$ cat src/rtl/hdmi_pkg.sv
// Shared types and constants for the HDMI-style pattern generator.
//   pix_t      : one 8-bit colour component
//   pg_mode_e  : payload selection (ramp, colour bars, solid)
//   ycbcr_t    : one pixel as {Y, Cb, Cr}
//   BAR_YCBCR  : the eight colour-bar values, left to right
//   DEF_*      : default 1080p timing
package hdmi_pkg;

  typedef logic [7:0] pix_t;

  typedef enum logic [1:0] {
    PG_RAMP  = 2'd0,
    PG_BARS  = 2'd1,
    PG_SOLID = 2'd2
  } pg_mode_e;

  typedef struct packed {
    pix_t y;
    pix_t cb;
    pix_t cr;
  } ycbcr_t;

  localparam ycbcr_t BAR_YCBCR [8] = '{
    '{8'd235, 8'd128, 8'd128},
    '{8'd210, 8'd16,  8'd146},
    '{8'd170, 8'd166, 8'd16 },
    '{8'd145, 8'd54,  8'd34 },
    '{8'd106, 8'd202, 8'd222},
    '{8'd81,  8'd90,  8'd240},
    '{8'd41,  8'd240, 8'd110},
    '{8'd16,  8'd128, 8'd128}
  };

  localparam int DEF_N                   = 2;
  localparam int DEF_X_RES               = 1920;
  localparam int DEF_Y_RES               = 1080;
  localparam int DEF_H_SYNC_CYC          = 44;
  localparam int DEF_H_BACK_PORCH_CYC    = 148;
  localparam int DEF_H_FRONT_PORCH_CYC   = 88;
  localparam int DEF_V_SYNC_LINES        = 5;
  localparam int DEF_V_BACK_PORCH_LINES  = 36;
  localparam int DEF_V_FRONT_PORCH_LINES = 4;

endpackage

$ cat src/rtl/hdmi_timing_cnt.sv
// Raster position counters and timing decode.
//   clk, rst_n      : clock, asynchronous active-low reset
//   adv             : advance the position by one clock (wraps at frame end)
//   last            : current position is the final clock of the frame
//   nxt_*           : sync / valid / frame_done decoded for the position the
//                     counters move to at this edge, so the parent can
//                     register them and have outputs aligned to the counters
//   nxt_bar         : colour-bar index of that position's beat
module hdmi_timing_cnt
  import hdmi_pkg::*;
#(
  parameter int N                   = DEF_N,
  parameter int X_RES               = DEF_X_RES,
  parameter int Y_RES               = DEF_Y_RES,
  parameter int H_SYNC_CYC          = DEF_H_SYNC_CYC,
  parameter int H_BACK_PORCH_CYC    = DEF_H_BACK_PORCH_CYC,
  parameter int H_FRONT_PORCH_CYC   = DEF_H_FRONT_PORCH_CYC,
  parameter int V_SYNC_LINES        = DEF_V_SYNC_LINES,
  parameter int V_BACK_PORCH_LINES  = DEF_V_BACK_PORCH_LINES,
  parameter int V_FRONT_PORCH_LINES = DEF_V_FRONT_PORCH_LINES
) (
  input  logic       clk,
  input  logic       rst_n,
  input  logic       adv,
  output logic       last,
  output logic       nxt_h_sync,
  output logic       nxt_v_sync,
  output logic       nxt_valid,
  output logic       nxt_frame_done,
  output logic [2:0] nxt_bar
);

  localparam int H_ACT     = X_RES / N;
  localparam int H_A0      = H_SYNC_CYC + H_BACK_PORCH_CYC;
  localparam int H_TOT     = H_A0 + H_ACT + H_FRONT_PORCH_CYC;
  localparam int V_A0      = V_SYNC_LINES + V_BACK_PORCH_LINES;
  localparam int V_TOT     = V_A0 + Y_RES + V_FRONT_PORCH_LINES;
  localparam int H_W       = $clog2(H_TOT);
  localparam int V_W       = $clog2(V_TOT);
  // X_RES is a multiple of 8*N, so a bar spans whole beats
  localparam int BAR_BEATS = H_ACT / 8;

  typedef logic [H_W-1:0] h_t;
  typedef logic [V_W-1:0] v_t;

  localparam h_t H_LAST     = h_t'(H_TOT - 1);
  localparam h_t H_SYNC_END = h_t'(H_SYNC_CYC);
  localparam h_t H_ACT_BEG  = h_t'(H_A0);
  localparam h_t H_ACT_END  = h_t'(H_A0 + H_ACT);
  localparam h_t H_BAR_LEN  = h_t'(BAR_BEATS);
  localparam v_t V_LAST     = v_t'(V_TOT - 1);
  localparam v_t V_SYNC_END = v_t'(V_SYNC_LINES);
  localparam v_t V_ACT_BEG  = v_t'(V_A0);
  localparam v_t V_ACT_END  = v_t'(V_A0 + Y_RES);

  h_t h_cnt, h_nxt, beat;
  v_t v_cnt, v_nxt;

  always_comb begin
    h_nxt = h_cnt;
    v_nxt = v_cnt;
    if (adv) begin
      if (h_cnt == H_LAST) begin
        h_nxt = '0;
        v_nxt = (v_cnt == V_LAST) ? '0 : v_cnt + 1'b1;
      end else begin
        h_nxt = h_cnt + 1'b1;
      end
    end
  end

  always_ff @(posedge clk or negedge rst_n) begin
    if (!rst_n) begin
      h_cnt <= '0;
      v_cnt <= '0;
    end else begin
      h_cnt <= h_nxt;
      v_cnt <= v_nxt;
    end
  end

  assign last           = (h_cnt == H_LAST) && (v_cnt == V_LAST);
  assign nxt_h_sync     = (h_nxt < H_SYNC_END);
  assign nxt_v_sync     = (v_nxt < V_SYNC_END);
  assign nxt_valid      = (v_nxt >= V_ACT_BEG) && (v_nxt < V_ACT_END) &&
                          (h_nxt >= H_ACT_BEG) && (h_nxt < H_ACT_END);
  assign nxt_frame_done = (h_nxt == H_LAST) && (v_nxt == V_LAST);
  // beat index within the line; only meaningful while nxt_valid
  assign beat           = h_nxt - H_ACT_BEG;
  assign nxt_bar        = 3'(beat / H_BAR_LEN);

endmodule

$ cat src/rtl/hdmi_pattern_gen.sv
// HDMI-style raster source: CEA-like timing at N pixels per clock with a
// ramp, colour-bar or solid-colour payload.
//   clk, rst_n            : clock, asynchronous active-low reset
//   en                    : run request; sampled at frame start and frame end
//   i_mode                : 0 ramp, 1 colour bars, 2/3 solid
//   i_solid_y/cb/cr       : solid colour, latched at frame start
//   o_hdmi_v_sync/h_sync  : sync outputs
//   o_hdmi_data_valid     : active pixels present
//   o_hdmi_data_y/cr/cb   : lane i carries pixel N*beat+i
//   o_frame_done          : pulse on the last clock of a frame
module hdmi_pattern_gen
  import hdmi_pkg::*;
#(
  parameter int N                   = DEF_N,
  parameter int X_RES               = DEF_X_RES,
  parameter int Y_RES               = DEF_Y_RES,
  parameter int H_SYNC_CYC          = DEF_H_SYNC_CYC,
  parameter int H_BACK_PORCH_CYC    = DEF_H_BACK_PORCH_CYC,
  parameter int H_FRONT_PORCH_CYC   = DEF_H_FRONT_PORCH_CYC,
  parameter int V_SYNC_LINES        = DEF_V_SYNC_LINES,
  parameter int V_BACK_PORCH_LINES  = DEF_V_BACK_PORCH_LINES,
  parameter int V_FRONT_PORCH_LINES = DEF_V_FRONT_PORCH_LINES
) (
  input  logic                   clk,
  input  logic                   rst_n,
  input  logic                   en,
  input  logic [1:0]             i_mode,
  input  logic [7:0]             i_solid_y,
  input  logic [7:0]             i_solid_cb,
  input  logic [7:0]             i_solid_cr,
  output logic                   o_hdmi_v_sync,
  output logic                   o_hdmi_h_sync,
  output logic                   o_hdmi_data_valid,
  output logic signed [N-1:0][7:0] o_hdmi_data_y,
  output logic signed [N-1:0][7:0] o_hdmi_data_cr,
  output logic signed [N-1:0][7:0] o_hdmi_data_cb,
  output logic                   o_frame_done
);

  typedef enum logic {ST_IDLE, ST_RUN} state_e;

  state_e   state;
  pg_mode_e mode_q, mode_in, mode_eff;
  pix_t     sy_q, scb_q, scr_q, sy_eff, scb_eff, scr_eff;
  pix_t     ramp_q, ramp_nxt;
  ycbcr_t   pix_nxt;
  logic     adv, last, start, stop, emit;
  logic     t_hs, t_vs, t_dv, t_fd;
  logic [2:0] t_bar;

  assign adv = (state == ST_RUN);

  hdmi_timing_cnt #(
    .N                   (N),
    .X_RES               (X_RES),
    .Y_RES               (Y_RES),
    .H_SYNC_CYC          (H_SYNC_CYC),
    .H_BACK_PORCH_CYC    (H_BACK_PORCH_CYC),
    .H_FRONT_PORCH_CYC   (H_FRONT_PORCH_CYC),
    .V_SYNC_LINES        (V_SYNC_LINES),
    .V_BACK_PORCH_LINES  (V_BACK_PORCH_LINES),
    .V_FRONT_PORCH_LINES (V_FRONT_PORCH_LINES)
  ) u_timing (
    .clk            (clk),
    .rst_n          (rst_n),
    .adv            (adv),
    .last           (last),
    .nxt_h_sync     (t_hs),
    .nxt_v_sync     (t_vs),
    .nxt_valid      (t_dv),
    .nxt_frame_done (t_fd),
    .nxt_bar        (t_bar)
  );

  // A frame starts from IDLE or back-to-back at the end of a frame; the
  // counters wrap to line 0 / clock 0 by themselves in the latter case.
  assign start = en && ((state == ST_IDLE) || last);
  assign stop  = (state == ST_RUN) && last && !en;
  assign emit  = start || ((state == ST_RUN) && !stop);

  always_comb begin
    case (i_mode)
      2'd0:    mode_in = PG_RAMP;
      2'd1:    mode_in = PG_BARS;
      default: mode_in = PG_SOLID;
    endcase
  end

  // At a start edge the freshly sampled inputs apply to the beat being built
  assign mode_eff = start ? mode_in    : mode_q;
  assign sy_eff   = start ? i_solid_y  : sy_q;
  assign scb_eff  = start ? i_solid_cb : scb_q;
  assign scr_eff  = start ? i_solid_cr : scr_q;
  assign ramp_nxt = ramp_q + 8'd1;

  // Every lane of a beat falls in the same bar, so one pixel value serves all lanes
  always_comb begin
    case (mode_eff)
      PG_RAMP: pix_nxt = {ramp_nxt, ramp_nxt, ramp_nxt};
      PG_BARS: pix_nxt = BAR_YCBCR[t_bar];
      default: pix_nxt = {sy_eff, scb_eff, scr_eff};
    endcase
  end

  // Output stage: FSM, mode latch and registered raster outputs
  always_ff @(posedge clk or negedge rst_n) begin
    if (!rst_n) begin
      state             <= ST_IDLE;
      mode_q            <= PG_RAMP;
      sy_q              <= '0;
      scb_q             <= '0;
      scr_q             <= '0;
      ramp_q            <= '0;
      o_hdmi_v_sync     <= 1'b0;
      o_hdmi_h_sync     <= 1'b0;
      o_hdmi_data_valid <= 1'b0;
      o_frame_done      <= 1'b0;
      o_hdmi_data_y     <= '0;
      o_hdmi_data_cb    <= '0;
      o_hdmi_data_cr    <= '0;
    end else begin
      if (start) begin
        state  <= ST_RUN;
        mode_q <= mode_in;
        sy_q   <= i_solid_y;
        scb_q  <= i_solid_cb;
        scr_q  <= i_solid_cr;
      end else if (stop) begin
        state  <= ST_IDLE;
      end

      if (emit) begin
        o_hdmi_v_sync     <= t_vs;
        o_hdmi_h_sync     <= t_hs;
        o_hdmi_data_valid <= t_dv;
        o_frame_done      <= t_fd;
        // data holds between valid beats
        if (t_dv) begin
          if (mode_eff == PG_RAMP) ramp_q <= ramp_nxt;
          o_hdmi_data_y  <= {N{pix_nxt.y}};
          o_hdmi_data_cb <= {N{pix_nxt.cb}};
          o_hdmi_data_cr <= {N{pix_nxt.cr}};
        end
      end else begin
        o_hdmi_v_sync     <= 1'b0;
        o_hdmi_h_sync     <= 1'b0;
        o_hdmi_data_valid <= 1'b0;
        o_frame_done      <= 1'b0;
        o_hdmi_data_y     <= '0;
        o_hdmi_data_cb    <= '0;
        o_hdmi_data_cr    <= '0;
      end
    end
  end

endmodule
$ cat config.mk
export PLATFORM = sky130hd
export DESIGN_NAME = hdmi_pattern_gen
export DESIGN_NICKNAME = d
export VERILOG_FILES = /design/src/rtl/hdmi_pkg.sv /design/src/rtl/hdmi_timing_cnt.sv /design/src/rtl/hdmi_pattern_gen.sv
export SDC_FILE = /design/constraint.sdc
export NUM_CORES = 1
export LEC_CHECK = 0
export CORE_MARGIN = 5
export CORE_UTILIZATION = 40
export CTS_BUF_LIST = sky130_fd_sc_hd__clkbuf_16
export DETAILED_ROUTE_END_ITERATION = 6
export PLACE_DENSITY = 0.66
export SLEW_MARGIN = 20
export SYNTH_ARGS = -nofsm -noshare
export SYNTH_HDL_FRONTEND = slang
export SYNTH_SLANG_ARGS = --single-unit
$ cat constraint.sdc
create_clock -name clk -period 9.95 [get_ports clk]
set_clock_uncertainty 0.1 [all_clocks]
set_input_delay 0.995 -clock clk [delete_from_list [all_inputs] [get_ports clk]]
set_output_delay 0.995 -clock clk [all_outputs]
set_load 0.005 [all_outputs]
# --- Yosys cells after proc, flatten, opt, wreduce, memory -nomap -nowiden ---
# Memories as Yosys holds them, arrays and structs flattened.
# Cells that the tools add are included.
totals:
  elab_cells: 82
  input_bits: 29
  out_inout_bits: 52
  n_memories: 1
  romBits: 192
  regBits: 109
op_classes:
  n_div: 1
  bitwise: 2
  n_eq_ne: 7
  n_reduce_logical: 17
  add_sub_neg: 4
  mux: 25
  n_lt_le_gt_ge: 7
mem_list:
  columns: ["memory", "depth", "word_bits", "read_ports", "rd_clocked_by_memory_dff", "write_ports", "line", "rtl"]
  rows:
  - ["(name not given)", 8, 24, 1, 0, 0, "hdmi_pattern_gen.sv:100", "PG_BARS: pix_nxt = BAR_YCBCR[t_bar];"]
op_table:
  columns: ["op", "count"]
  rows:
  - ["$mux 16", 6]
  - ["$mux 11", 5]
  - ["$mux 24", 2]
  - ["$pmux 24 s2", 1]
  - ["$eq 11x11->1 const B", 4]
  - ["$mux 8", 3]
  - ["$add 11x1->11 const B", 2]
  - ["$lt 11x11->1 const B", 2]
  - ["$div 11x7->11 const B", 1]
  - ["$ge 11x6->1 const B", 1]
  - ["$ge 11x8->1 const B", 1]
  - ["$lt 11x3->1 const B", 1]
  - ["$lt 11x6->1 const B", 1]
  - ["$sub 11x8->11 const B", 1]
  - ["$logic_and 1x1->1", 9]
  - ["$add 8x1->8 const B", 1]
  - ["$mux 1", 6]
  - ["$eq 2x1->1 const B", 2]
  - ["$ge 4x4->1 const B", 1]
  - ["$logic_not 2->1", 2]
  - ["$not 3->4", 1]
  - ["$pmux 2 s2", 1]
  - ["$reduce_and 3->1", 1]
  - ["$logic_not 1->1", 2]
  - ["other kinds (5)", 6]

# --- Logic depth before layout (Yosys ltp) ---
# Gate-level depths: netlist of the first run.
depth:
  ltp_word: 12
  mapped_depth: 26
  ltp_nobuf: 23

# --- Modules after synthesis ---
# From an unflattened synthesis of the first run, not the netlist that was laid out.
hier_totals:
  hier_cells: 579
  area_unflattened_um2: 5495.3
modules_own_cells:
  columns: ["module", "area_each_um2", "instances", "cells_each"]
  rows:
  - ["hdmi_pattern_gen", 3301.9, 1, 304]
  - ["hdmi_timing_cnt", 2193.4, 1, 275]

# --- Worst setup path before layout of the first run ---
# No wires, ideal clock.
synth_timing:
  kind: "register to register"
  startpoint: "register u_timing.h_cnt[8]"
  endpoint: "register o_hdmi_data_y[0] (netlist bit)"
  path_slack_ps: 4546
  path_stages_with_launch: 25
  t_required_ps: 9746
  synth_period_minus_slack_ps: 5404
  t_arrival_ps: 5200
  cell_sequence: "dfrtp_1 > buf_6 > or4b_4 > nor3_4 > clkbuf_1 > o21ai_0 > nand2_1 > o21ai_0 > ha_1 > clkbuf_1 > o31ai_1 > o21ai_1 > a31oi_1 > and2_1 > clkbuf_1 > nand4_1 > a21o_1 > a211o_1 > a31o_1 > mux2_4 > inv_1 > ha_1 > xor2_1 > o21ai_0 > a221oi_1"
synth_between:
  elab_chain_cells: 12
  elab_cells_between_ends: 35
synth_lines:
  columns: ["element", "line", "rtl"]
  rows:
  - ["start, declared", "hdmi_timing_cnt.sv:56", "h_t h_cnt, h_nxt, beat;"]
  - ["start signal, assigned", "hdmi_timing_cnt.sv:77", "h_cnt <= h_nxt;"]
  - ["$eq 11x11->1 *", "hdmi_timing_cnt.sv:63", "if (h_cnt == H_LAST) begin"]
  - ["$mux 11 *", "hdmi_timing_cnt.sv:63", null]
  - ["$mux 11 *", "hdmi_timing_cnt.sv:62", "if (adv) begin"]
  - ["net u_timing.h_nxt[7]", "hdmi_timing_cnt.sv:56", null]
  - ["$sub 11x8->11", "hdmi_timing_cnt.sv:89", "assign beat = h_nxt - H_ACT_BEG;"]
  - ["$div 11x7->11", "hdmi_timing_cnt.sv:90", "assign nxt_bar = 3'(beat / H_BAR_LEN);"]
  - ["$not 3->4 (not written as such)", "hdmi_pattern_gen.sv:100", null]
  - ["$mem_v2 8x24", null, null]
  - ["$mux 24 (not written as such) (2 in series)", "hdmi_pattern_gen.sv:100", null]
  - ["$pmux 24 s2", "hdmi_pattern_gen.sv:98", "case (mode_eff)"]
  - ["$mux 16", "hdmi_pattern_gen.sv:138", "if (t_dv) begin"]
  - ["$mux 16", "hdmi_pattern_gen.sv:132", "if (emit) begin"]
  - ["end signal, assigned", "hdmi_pattern_gen.sv:140", "o_hdmi_data_y <= {N{pix_nxt.y}};"]
  - ["end, declared", "hdmi_pattern_gen.sv:34", "output logic signed [N-1:0][7:0] o_hdmi_data_y,"]
# Mark *: on every way through the listed nets, which the timed path passes. The rest lies on a longest branch. The select of a mux whose other input is x is not followed.
# A chain may end at the register's enable or synchronous reset.

# --- Final worst setup path of the first run ---
layout_timing:
  startpoint: "register u_timing.h_cnt[0]"
  endpoint: "register o_hdmi_data_y[6] (netlist bit)"
layout_between:
  elab_chain_cells: 12
  elab_cells_between_ends: 35
layout_lines:
  columns: ["element", "line"]
  rows:
  - ["$add 11x1->11 or $eq 11x11->1 (tied branches)", "hdmi_timing_cnt.sv:67, hdmi_timing_cnt.sv:63"]
  - ["$mux 11 *", "hdmi_timing_cnt.sv:63"]
  - ["$mux 11 *", "hdmi_timing_cnt.sv:62"]
  - ["net u_timing.h_nxt[7]", "hdmi_timing_cnt.sv:56"]
  - ["$sub 11x8->11", "hdmi_timing_cnt.sv:89"]
  - ["$div 11x7->11", "hdmi_timing_cnt.sv:90"]
  - ["$not 3->4 (not written as such)", "hdmi_pattern_gen.sv:100"]
  - ["$mem_v2 8x24", null]
  - ["$mux 24 (not written as such) (2 in series)", "hdmi_pattern_gen.sv:100"]
  - ["$pmux 24 s2", "hdmi_pattern_gen.sv:98"]
  - ["$mux 16", "hdmi_pattern_gen.sv:138"]
  - ["$mux 16", "hdmi_pattern_gen.sv:132"]
# Marked as above.

==> out/metrics.yaml, run 1 <==
outcome: "complete, no violations"
synth.distinct_cells: 83
root_buffer: "clkbuf_16"
final_antenna_net_count: 0
tns_ps: 0
postCtsResizedCells: 0
p_sw_share_pct: 22.85
avgSynthCellArea_sq_um: 9.289
finalSetupViolations: 0
wl_um: 15030
drtIter0Drc: 455
cts_tree: "yes"
drive_gt1_share_pct: 11.45
syn_to_final_growth_pct: 18.89
grt_first_pass_wirelength_um: 24700
synth_flop_cell: "dfrtp_1"
hold_start: "sy_q[2]"
synth_warnings: 0
cts-root-to-sink-buffers: 2
worstSkewPairLatency_ps: 350
p_comb_share_pct: 2.6
worst_hold_slack_ps: 394.0
slew_headroom_pct: 39.90
initial_core_util_pct: 40.71
core_sq_mm: 0.01383
leakage_nw: 2.801
htreeDepth: 3
hold_end: "sy_q[2]"
antenna_cells: 0
synth_nets: 653
r2r_start: "u_timing.h_cnt[0]"
synth_area_sq_mm: 0.005629
timing.fmax_mhz: 156.9
clkSinkCount: 85
post-cts-setup-buffer-count: 0
fin_crit_sh_pct: 64.06
die_height_um: 128.6
endpoint_kind: "flop"
power.switching_mw: 0.1648
max-vdd-ir-drop_mv: 0.06609
power_per_cell_area_mw_per_mm2: 107.8
dieArea_sq_mm: 0.01655
hold_depth: 1
async_flop_share_pct: 100.0
remaining_drc_errors: 0
synth_edf_count: 0
worstMarginPinSlew_ps: 895.1
p_int_mw: 0.5564
crit_path_start_kind: "flop"
clkPwrFrac_pct: 49.6
seqCellArea_sq_mm: 0.002127
drt_pass1_iterations: 5
nets: 697
maxSlewViolCount: 0
criticalPathCategory: "flop to flop"
p_seq_share_pct: 47.9
dr_total_vias: 4833
worstPathMaxFanout: 15
wl_per_cell_um: 18.00
io_buffers: 80
drt-vias-per-instance: 5.788
r2r_setup_slack_ps: 3580
syn_inst: 606
grt_max_degree: 47
die_w_um: 128.6
antenna_found_initial: 0
fill_cells: 1246
required_ps: 10080
track_usage_pct: 18.48
synth_seq_area_share_pct: 37.79
cts_buffers: 9
path_clk_slew_ps: 70
period_needed_ps: 6374
rsz0062_at_grt: "no"
reg2reg_to: "o_hdmi_data_y[6]"
grt_pass1_vias: 4814
final-hold-violation-count: 0
dp_hpwl_um: 10990
gp_congestion: 0.8599
yosys_register_bits: 85
hp-class: "flop to flop"
cts_hold_buffers: 0
multi_input_area_sq_mm: 0.003089
cap_violations: 0
fp-row-count: 43
pin_count: 81
ff2ff_path_depth: 22
overflow: 0
cp.arrival_ps: 6500
-- stage by stage --
stage	instances	total power [mW]	utilization [%]	area, sq um	worst slack [ps]
floorplan	606	0.3524	-	5629	4546
global placement	819	0.3710	46.13	6379	4110
detailed placement	819	0.3711	46.13	6379	3799
CTS	835	0.7276	48.40	6693	3717
global route	835	0.7464	48.40	6693	3054
finish	835	0.7212	48.40	6693	3576
-- critical path, stage by stage (launching register included) --
cell and delay (ps):
dfrtp_1 480, ha_1 350, nand3_2 330, nor3_4 640, o21ai_0 160, nand2_1 90, o21ai_0 210, ha_1 470
inv_1 180, o311a_1 310, a221o_1 170, and3_1 270, nand2_1 100, o31ai_1 330, a2111oi_1 160, a211oi_1 480
a21o_1 340, inv_1 140, ha_1 230, o311ai_0 360, a21oi_1 120, a21oi_1 140, nor2_1 60
-- kinds of logic (layout without fill, tap and decap cells) --
group,after synthesis,count (layout),synth area share [%]
AOI/OAI and AO/OA,147,147,18.98
adders and majority gates,18,18,4.001
and+or+nand+nor,212,212,19.80
xor gates and xnor gates,29,29,4.756
muxes,37,37,7.290
buffers and inverters,78,127,7.379
DFF,85,85,37.79
-- cells in the final DEF (no fill, tap or decap), types with 12 or more instances in the layout --
master           instances
o21ai_0                 23
xor2_1                  12
ha_1                    18
nor2_1                  42
xnor2_1                 16
nor3_1                  15
a21oi_1                 27
nand3_1                 25
dfrtp_1                 85
clkdlybuf4s50_1         79
nand2_1                 63
mux2_2                  27
a211oi_1                16
inv_1                   22
-- worst max path at each step --
stage | start | endpoint | slack (ps) | cells after the start
floorplan | u_timing.h_cnt[8] | o_hdmi_data_y[0] | 4550 | 24
global placement | u_timing.h_cnt[0] | o_hdmi_data_y[6] | 4110 | 22
detailed placement | u_timing.h_cnt[0] | o_hdmi_data_y[6] | 3800 | 22
CTS | u_timing.h_cnt[0] | o_hdmi_data_y[6] | 3720 | 22
global route | u_timing.h_cnt[0] | o_hdmi_data_y[6] | 3050 | 22
finish | u_timing.h_cnt[0] | o_hdmi_data_y[6] | 3580 | 22
-- cells in the mapped netlist (6+ instances only) --
library cell	number	share of area, %
xor2_1	12	1.9
a21o_1	7	0.93
nand4_1	7	0.78
nand2_1	63	4.2
a21oi_1	27	2.4
nand2b_1	7	0.78
a211oi_1	16	2.1
mux2_2	27	5.4
inv_1	22	1.5
o21ai_0	23	2.0
ha_1	18	4.0
and3_1	6	0.67
xnor2_1	16	2.5
buf_2	11	0.98
o31ai_1	6	0.80
nor3_1	15	1.3
o211ai_1	7	0.93
mux2i_1	8	1.4
nor2_1	42	2.8
dfrtp_1	85	38
o21ai_1	6	0.53
buf_4	25	3.3
clkbuf_1	15	1.0
or3_1	7	0.78
nand3_1	25	2.2
-- power by group through the flow --
stage / clock (mW) / sequential (mW) / combinational (mW)
floorplan: 0 / 0.352 / 0.000279
global placement: 0 / 0.352 / 0.0191
detailed placement: 0 / 0.352 / 0.0191
CTS: 0.363 / 0.345 / 0.0193
global route: 0.380 / 0.345 / 0.0208
finish: 0.358 / 0.345 / 0.0184
-- final cells by class --
cell class                 instances  share of cell area (%)
timing repair buffer              86                   12.60
tap                              180                   3.365
inverter                          25                   1.402
multi-input combinational        443                   46.16
clock buffer                       9                   3.365
sequential                        85                   31.78
clock inverter                     7                   1.327
-- per-layer routing --
| metal | global-route usage [%] | part of all wire [%] | vias up |
|---|---|---|---|
| met1 | 25.35 | 45 | 2351 |
| met4 | 6.238 | 2.5 | 0 |
| li1 | - | - | 2259 |
| met2 | 29.14 | 47 | 191 |
| met3 | 3.902 | 6.1 | 32 |
| met5 | 0 | 0 | - |
-- flip-flops by register name (all words and copies together), names as in the netlist, 2 cells and up --
register,count
ramp_q,8
scb_q,8
u_timing.h_cnt,11
scr_q,8
o_hdmi_data_cr,8
mode_q,2
o_hdmi_data_cb,8
u_timing.v_cnt,11
o_hdmi_data_y,8
sy_q,8
Power figures use the tool's default switching activity.
==> inputs of run 2 (changes only) <==
- clock period: 9.95 -> 6.6 ns (I/O delays scaled with it)
==> run 2 against run 1 <==
Effect of this change: routed wire length is 0.83% lower; critical endpoint unchanged; clock power rose by 36%; die area unchanged; core utilization fell by 0.10 points; combinational power up 51%.
==> out/metrics.yaml, run 2 (same netlist as run 1, synthesis figures left out) <==
clkPwrFrac_pct: 47.1  # -2.5 points
dr_total_vias: 4825  # -0.17%
grt_max_degree: 55  # +17%
seqCellArea_sq_mm: 0.002127  # unchanged
core_sq_mm: 0.01383  # unchanged
wl_um: 14900  # -0.83%
timing.fmax_mhz: 165.9  # +5.7%
overflow: 0  # unchanged
r2r_setup_slack_ps: 570  # -3000 ps
worstPathMaxFanout: 15  # unchanged
gp_congestion: 0.8997  # +4.6%
reg2reg_to: "o_hdmi_data_y[6]"
track_usage_pct: 18.28  # -0.20 points
rsz0062_at_grt: "no"
remaining_drc_errors: 0  # unchanged
worstMarginPinSlew_ps: 842.5  # -52.65 ps
antenna_found_initial: 0  # unchanged
leakage_nw: 2.791  # -0.33%
criticalPathCategory: "flop to flop"
clkSinkCount: 85  # unchanged
cts_buffers: 9  # unchanged
p_sw_share_pct: 23.07  # +0.23 points
path_clk_slew_ps: 70  # about the same
crit_path_start_kind: "flop"
ff2ff_path_depth: 23  # +4.5%
grt_first_pass_wirelength_um: 24540  # -0.64%
fin_cells: 837  # +0.24%
cts-root-to-sink-buffers: 2  # unchanged
final_cell_mix: "85 x dfrtp_1, 79 x clkdlybuf4s50_1, 63 x nand2_1"
grt_pass1_vias: 4689  # -2.6%
p_comb_share_pct: 2.7  # about the same
period_needed_ps: 6028  # -346.3 ps
p_int_mw: 0.7968  # +43%
fp-row-count: 43  # unchanged
dp_cells: 821  # +0.24%
required_ps: 6720  # -3360 ps
root_buffer: "clkbuf_16"
drt-vias-per-instance: 5.765  # -0.40%
endpoint_kind: "flop"
r2r_start: "u_timing.h_cnt[0]"
die_w_um: 128.6  # unchanged
crit_buf_inv: 3  # +1
cap_violations: 0  # unchanged
slowest_delay_ps: 470  # -170 ps
maxSlewViolCount: 0  # unchanged
drt_pass1_iterations: 5  # unchanged
slew_headroom_pct: 43.43  # +3.5 points
fin_ws_ps: 572.3  # -3004 ps
outcome: "complete, no violations"
initial_core_util_pct: 40.71  # unchanged
cpMostUsedCell: "o21ai_0"
cp.arrival_ps: 6150  # -350 ps
p_seq_share_pct: 50.3  # +2.4 points
die_height_um: 128.6  # unchanged
path_delay_family: "compound AO/OA/AOI/OAI gates"
dpl_worst_slack_ps: 624.5  # -3174 ps
layout_commonest_cell: "dfrtp_1"
max-vdd-ir-drop_mv: 0.1050  # +59%
drive_gt1_share_pct: 11.72  # +0.27 points
io_buffers: 80  # unchanged
wl_per_cell_um: 17.80  # -1.1%
pin_count: 81  # unchanged
cp_cell_sequence: "ha_1, nand3_2, nor3_4, buf_4, o21ai_0, nand2_1, o21ai_0, ha_2, inv_1, o311a_1, a221o_1, and3_1, and2_1, nand3_1, a21boi_0, o21ai_0, a21o_1, inv_1, ha_1, o311ai_0, a21oi_1, a21oi_1, nor2_1"
nets: 699  # +0.29%
syn_to_final_growth_pct: 18.65
drtIter0Drc: 328  # -28%
antenna_cells: 0  # unchanged
dp_hpwl_um: 10980  # -0.11%
worstSkewPairLatency_ps: 340  # about the same
htreeDepth: 3  # unchanged
dieArea_sq_mm: 0.01655  # unchanged
fill_cells: 1299  # +4.3%
cts_tree: "yes"
final_antenna_net_count: 0  # unchanged
multi_input_area_sq_mm: 0.003092  # about the same
largestRegisters: "u_timing.h_cnt x11, u_timing.v_cnt x11"
final-hold-violation-count: 0  # unchanged
tns_ps: 0  # unchanged
power_per_cell_area_mw_per_mm2: 155.1  # +44%
fin_crit_sh_pct: 91.33  # +27 points
power.switching_mw: 0.2390  # +45%
slowest_stage: "dfrtp_1"
hp-class: "primary input to async pin"
finalSetupViolations: 0  # unchanged
run 2: what timing repair did:
action / CTS / global route
setup buffers: 0 / 0
hold buffers: 0 / 0
setup endpoints to repair: 0 / 4
gates resized for setup: 0 / 1
run 2: final cells by class:
| type | instances | area share (%) |
|---|---|---|
| Clock buffer | 9 | 3.372 |
| Inverter | 25 | 1.405 |
| Tap cell | 180 | 3.372 |
| Clock inverter | 7 | 0.8617 |
| Timing Repair Buffer | 88 | 12.85 |
| Sequential cell | 85 | 31.85 |
| Multi-Input combinational cell | 443 | 46.29 |
run 2: worst register-to-register path: stages (launching register included):
cell and delay (ps):
dfrtp_1 470, ha_1 340, nand3_2 310, nor3_4 270
buf_4 230, o21ai_0 90, nand2_1 80, o21ai_0 220
ha_2 380, inv_1 140, o311a_1 310, a221o_1 170
and3_1 290, and2_1 270, nand3_1 170, a21boi_0 200
o21ai_0 460, a21o_1 340, inv_1 150, ha_1 220
o311ai_0 360, a21oi_1 120, a21oi_1 150, nor2_1 60
run 2: per-stage QoR:
stage | total power, mW | utilization (%) | cell area [sq um] | hold slack [ps]
floorplan | 0.5312 | - | 5629 | 264.4
global placement | 0.5595 | 46.24 | 6394 | 379.0
detailed placement | 0.5597 | 46.24 | 6394 | 384.7
CTS | 1.048 | 48.29 | 6676 | 167.1
global route | 1.073 | 48.30 | 6679 | 182.7
finish | 1.036 | 48.30 | 6679 | 151.5
run 2: how the worst max path moves through the flow:
stage / start / to / cells past startpoint
after CTS: u_timing.h_cnt[0] / o_hdmi_data_y[6] / 23
after detailed placement: u_timing.h_cnt[0] / o_hdmi_data_y[6] / 23
final: u_timing.h_cnt[0] / o_hdmi_data_y[6] / 23
after global routing: u_timing.h_cnt[0] / o_hdmi_data_y[6] / 23
after global placement: u_timing.h_cnt[0] / o_hdmi_data_y[6] / 20
after floorplan: u_timing.h_cnt[8] / o_hdmi_data_y[0] / 24
run 2: metal layers:
layer	wire length, um	global-route usage, %	vias up	part of all wire (%)
li1	-	-	2264	-
met1	6751	25.60	2383	45
met2	7064	28.78	157	47
met3	807	3.279	21	5.4
met4	278	5.930	0	1.9
met5	0	0	-	0
run 2: power groups by stage:
stage | Combinational [mW] | Clock (mW) | Sequential, mW
after global placement | 0.0288 | 0 | 0.531
after detailed placement | 0.0290 | 0 | 0.531
after CTS | 0.0291 | 0.498 | 0.521
after floorplan | 0.000420 | 0 | 0.531
final | 0.0278 | 0.487 | 0.521
after global routing | 0.0314 | 0.522 | 0.520
